**src/rtl/fp16_rmul_2stage_if.sv**
```systemverilog
// Operand/result bundle for the two-stage reduced-precision binary16 multiplier.
//   s0_arg_0/1 : operands A and B (binary16)
//   s0_ret_0   : product sign
//   s0_ret_1/2 : raw exponent fields of A and B
//   s0_ret_3   : truncated mantissa product P[21:10]
//   s1_arg_0..3: sign, exponent A, exponent B, mantissa product fed to stage 1
//   s1_ret_0   : packed binary16 product
// The master modport drives the arguments and observes the results; the
// slave modport (the multiplier) does the opposite.
interface fp16_rmul_2stage_if;
    logic [15:0] s0_arg_0;
    logic [15:0] s0_arg_1;
    logic        s0_ret_0;
    logic [4:0]  s0_ret_1;
    logic [4:0]  s0_ret_2;
    logic [11:0] s0_ret_3;
    logic        s1_arg_0;
    logic [4:0]  s1_arg_1;
    logic [4:0]  s1_arg_2;
    logic [11:0] s1_arg_3;
    logic [15:0] s1_ret_0;

    modport master (
        output s0_arg_0, s0_arg_1,
        output s1_arg_0, s1_arg_1, s1_arg_2, s1_arg_3,
        input  s0_ret_0, s0_ret_1, s0_ret_2, s0_ret_3,
        input  s1_ret_0
    );

    modport slave (
        input  s0_arg_0, s0_arg_1,
        input  s1_arg_0, s1_arg_1, s1_arg_2, s1_arg_3,
        output s0_ret_0, s0_ret_1, s0_ret_2, s0_ret_3,
        output s1_ret_0
    );
endinterface

```
**src/rtl/fp16_rmul_2stage.sv**
```systemverilog
// Reduced-precision binary16 multiplier split into two combinational stages
// so a scheduler can place them in consecutive states.
//   clk   : present for interface uniformity; unused
//   rst   : active-low reset, present for uniformity; there is no state
//   bus   : slave side of fp16_rmul_2stage_if (stage 0 and stage 1 signals)
// Stage 0: sign, raw exponents and the truncated 11x11 mantissa product.
// Stage 1: exponent sum, one-bit normalization, special cases, packing.
// Denormals flush to zero, results truncate, overflow saturates to infinity,
// NaN is not propagated.
module fp16_rmul_2stage (
    input  logic                       clk,
    input  logic                       rst,
    fp16_rmul_2stage_if.slave          bus
);
    // Clock and reset are deliberately not used by any logic.
    logic unused_ctrl;
    assign unused_ctrl = clk ^ rst;

    // ---------------- Stage 0 ----------------
    logic [10:0] mant_a;
    logic [10:0] mant_b;
    logic [21:0] product;
    logic [9:0]  unused_product_low;

    // Hidden bit is always forced to 1; zero/denormal operands are caught
    // later from the exponent field.
    assign mant_a  = {1'b1, bus.s0_arg_0[9:0]};
    assign mant_b  = {1'b1, bus.s0_arg_1[9:0]};
    assign product = {11'd0, mant_a} * {11'd0, mant_b};

    assign bus.s0_ret_0 = bus.s0_arg_0[15] ^ bus.s0_arg_1[15];
    assign bus.s0_ret_1 = bus.s0_arg_0[14:10];
    assign bus.s0_ret_2 = bus.s0_arg_1[14:10];
    assign bus.s0_ret_3 = product[21:10];
    assign unused_product_low = product[9:0];

    // ---------------- Stage 1 ----------------
    logic              norm_shift;
    logic [9:0]        frac;
    logic [6:0]        exp_sum;
    logic signed [6:0] exp_val;
    logic              zero_in;
    logic              special_in;

    // Product of two values in [1,2) lies in [1,4); m[11] means >= 2.
    assign norm_shift = bus.s1_arg_3[11];
    assign frac       = norm_shift ? bus.s1_arg_3[10:1] : bus.s1_arg_3[9:0];

    // 7-bit signed range (-15..48) keeps underflow and overflow visible.
    assign exp_sum = {2'b00, bus.s1_arg_1} + {2'b00, bus.s1_arg_2}
                   + {6'd0, norm_shift};
    assign exp_val = $signed(exp_sum) - 7'sd15;

    assign zero_in    = (bus.s1_arg_1 == 5'd0) || (bus.s1_arg_2 == 5'd0);
    assign special_in = (bus.s1_arg_1 == 5'd31) || (bus.s1_arg_2 == 5'd31);

    always_comb begin
        bus.s1_ret_0 = 16'h0000;
        if (zero_in) begin
            bus.s1_ret_0 = 16'h0000;
        end else if (exp_val <= 7'sd0) begin
            bus.s1_ret_0 = 16'h0000;
        end else if ((exp_val >= 7'sd31) || special_in) begin
            bus.s1_ret_0 = {bus.s1_arg_0, 5'd31, 10'd0};
        end else begin
            bus.s1_ret_0 = {bus.s1_arg_0, exp_val[4:0], frac};
        end
    end
endmodule

```
**src/flat_wrapper.sv**
```systemverilog
// flat-port wrapper written by rule: the top's interface ports become plain ports
module fp16_rmul_2stage_flat 
  (clk, rst, bus_s0_arg_0, bus_s0_arg_1, bus_s1_arg_0, bus_s1_arg_1, bus_s1_arg_2, bus_s1_arg_3, bus_s0_ret_0, bus_s0_ret_1, bus_s0_ret_2, bus_s0_ret_3, bus_s1_ret_0);
  fp16_rmul_2stage_if bus_i ();
  input  logic clk;
  input  logic rst;
  input wire logic [$bits(bus_i.s0_arg_0)-1:0] bus_s0_arg_0;
  input wire logic [$bits(bus_i.s0_arg_1)-1:0] bus_s0_arg_1;
  input wire logic [$bits(bus_i.s1_arg_0)-1:0] bus_s1_arg_0;
  input wire logic [$bits(bus_i.s1_arg_1)-1:0] bus_s1_arg_1;
  input wire logic [$bits(bus_i.s1_arg_2)-1:0] bus_s1_arg_2;
  input wire logic [$bits(bus_i.s1_arg_3)-1:0] bus_s1_arg_3;
  output wire logic [$bits(bus_i.s0_ret_0)-1:0] bus_s0_ret_0;
  output wire logic [$bits(bus_i.s0_ret_1)-1:0] bus_s0_ret_1;
  output wire logic [$bits(bus_i.s0_ret_2)-1:0] bus_s0_ret_2;
  output wire logic [$bits(bus_i.s0_ret_3)-1:0] bus_s0_ret_3;
  output wire logic [$bits(bus_i.s1_ret_0)-1:0] bus_s1_ret_0;
  assign bus_i.s0_arg_0 = bus_s0_arg_0;
  assign bus_i.s0_arg_1 = bus_s0_arg_1;
  assign bus_i.s1_arg_0 = bus_s1_arg_0;
  assign bus_i.s1_arg_1 = bus_s1_arg_1;
  assign bus_i.s1_arg_2 = bus_s1_arg_2;
  assign bus_i.s1_arg_3 = bus_s1_arg_3;
  assign bus_s0_ret_0 = bus_i.s0_ret_0;
  assign bus_s0_ret_1 = bus_i.s0_ret_1;
  assign bus_s0_ret_2 = bus_i.s0_ret_2;
  assign bus_s0_ret_3 = bus_i.s0_ret_3;
  assign bus_s1_ret_0 = bus_i.s1_ret_0;
  fp16_rmul_2stage u_core (.clk(clk), .rst(rst), .bus(bus_i));
endmodule
```
**config.mk**
```make
export PLATFORM = sky130hd
export DESIGN_NAME = fp16_rmul_2stage_flat
export DESIGN_NICKNAME = d
export VERILOG_FILES = /design/src/rtl/fp16_rmul_2stage_if.sv /design/src/rtl/fp16_rmul_2stage.sv /design/src/flat_wrapper.sv
export SDC_FILE = /design/constraint.sdc
export NUM_CORES = 1
export LEC_CHECK = 0
export BUFFER_PORTS_ARGS = -buffer_cell sky130_fd_sc_hd__buf_2
export CAP_MARGIN = 10
export CORE_ASPECT_RATIO = 1.1
export CORE_MARGIN = 10
export CORE_UTILIZATION = 50
export DETAILED_ROUTE_END_ITERATION = 16
export GPL_TIMING_DRIVEN = 0
export PLACE_DENSITY = 0.71
export RECOVER_POWER = 25
export REMOVE_ABC_BUFFERS = 1
export SLEW_MARGIN = 30
export SYNTH_ARGS = -nofsm -noshare
export SYNTH_HDL_FRONTEND = slang
export SYNTH_SLANG_ARGS = --single-unit
```
**constraint.sdc**
```tcl
create_clock -name vclk -period 9.35
set_clock_uncertainty 0.2 [all_clocks]
set_input_delay 1.87 -clock vclk [all_inputs]
set_output_delay 1.87 -clock vclk [all_outputs]
set_load 0.05 [all_outputs]
```
==> flow_metrics.tcl <==
set metrics [dict create \
    status "completed" \
    critPathLaunchType "primary input" \
    rsz0062_at_grt "false" \
    worstPathArrival_ns 6.88 \
    cap_violations 0 \
    yosys-top-cells-count "inv_1 (120), fa_1 (80), nand2_1 (69)" \
    via_count 3833 \
    setup_viol_count_final 0 \
    ys_warn_count 0 \
    hold_viol_final 0 \
    cts_setup_buffers 0 \
    globalplace.congestion 0.8337 \
    fmax_mhz 111.7 \
    diodes 0 \
    synthXorXnorAreaFrac 0.03920 \
    area_growth_pct 8.278 \
    crit_required_ns 7.28 \
    row_count 36 \
    dp_hpwl_um 9614 \
    start_util 0.5144 \
    fillers 858 \
    yosysSeqAreaShare 0 \
    cts_resized 0 \
    worst_slew_pin_slew_ns 0.5529 \
    antenna_left 0 \
    antenna_found_initial 0 \
    synth_compound_area_frac 0.1173 \
    clkbuf_count 0 \
    syn_area_um2 4564 \
    grt_max_degree 12 \
    wirelength_um 11250 \
    slew_headroom 0.6314 \
    finalCritPeriodShare 0.9574 \
    multi_input_area_um2 3975 \
    track_usage 0.1692 \
    slew_viol_final 0 \
    dr.pass1.iters 4 \
    numPortBuffers 74 \
    synth_top_family_by_area "adder cells" \
    seq_cell_count 0 \
    synth_top_area_cell "fa_1" \
    drive_above_1_share 0.1355 \
    synthAdderAreaFrac 0.5236 \
    grt_pass1_vias 4194 \
    die_y_um 120.2 \
    yosys.area_share.simple 0.1689 \
    avgSynthCellArea_um2 8.195 \
    critical_path_class "primary input to output pin" \
    synth_area_leaders "fa_1 (35%), ha_1 (17%), inv_1 (9.9%)" \
    grt-ovfl-total 0 \
    regArea_um2 0 \
    grt_pass1_wl_um 19590 \
    drc_errors 0 \
    path_max_fanout 9 \
    fin_nets 807 \
    synthCells 557 \
    cts-hold-fix-buffers 0 \
    die_x_um 111.1 \
    cp-end-kind "output pin" \
    post_drt_wl_per_cell_um 15.65 \
    dpl_cell_area_um2 4942 \
    muxShareOfSynthArea 0.02193 \
    boundaryPins 96 \
    yosysUniqueCellTypes 53 \
    post-synth-top-count-cell "inv_1" \
    core_um2 8874 \
    worstHoldPathType "primary input to output pin" \
    drt-initial-drc-count 113 \
    viasPerCell 5.331 \
    period_minus_slack_ns 8.952 \
    final_design_area_no_fill_um2 4942 \
    netlist.area_leader.share 0.3509 \
    dieArea_um2 13360 \
    tns_ns 0 \
]
[per-layer routing]
layer / share of wire / vias to the layer above / global-route usage / routed length [µm]
met5: 0 / - / 0 / 0
met4: 0.012 / 0 / 0.01608 / 140
met3: 0.058 / 12 / 0.02671 / 648
met2: 0.50 / 126 / 0.3105 / 5623
met1: 0.43 / 1856 / 0.2114 / 4837
li1: - / 1839 / - / -
[cell usage in the layout, fill, tap and decap left out, types with 10 or more instances in the layout]
master,n
ha_1,63
xnor2_1,11
mux2i_1,10
buf_2,74
nand2_1,69
and2_1,39
a21oi_1,24
fa_1,80
o21ai_0,12
inv_1,120
nor2_1,31
[cell type report]
cell class	instances	share of cell area
inverters	121	0.09190
multi-input cells	410	0.8043
well taps	114	0.02886
repair buffers	74	0.07494
[cells by family after synthesis]
group           after synthesis
simple gates                161
buf+inv                     147
fa+ha+maj                   143
compound gates               78
xor+xnor                     18
mux                          10
[critical path: stages]
cell	delay [ns]
buf_2	0.19
inv_1	0.18
nor2_1	0.09
fa_1	0.53
inv_1	0.06
fa_1	0.54
inv_1	0.05
fa_1	0.46
fa_1	0.49
inv_1	0.06
fa_1	0.51
inv_1	0.05
ha_1	0.36
a21oi_1	0.15
o21ai_1	0.11
o21ai_0	0.38
nand3_1	0.17
a21oi_1	0.21
xnor2_1	0.13
buf_2	0.27
[metrics by stage]
stage	hold slack (ns)	setup slack, ns	std cells	util
2_1_floorplan	3.540	0.4843	531	-
3_3_place_gp	3.541	0.4902	719	0.5570
3_5_place_dp	3.541	0.4216	719	0.5570
4_1_cts	3.541	0.3995	719	0.5570
5_1_grt	3.540	0.09525	719	0.5570
6_report	3.540	0.3980	719	0.5570
[worst paths after layout]
kind	startpoint	end	cells after the start	slack (ns)
setup / recovery	bus_s0_arg_1[5]	bus_s0_ret_3[11]	20	0.40
hold / removal	bus_s0_arg_0[10]	bus_s0_ret_1[0]	0	3.54
Power is left out: the tool's default activity adds up to more than one toggle a clock period on the data nets, which glitch-free logic cannot reach.
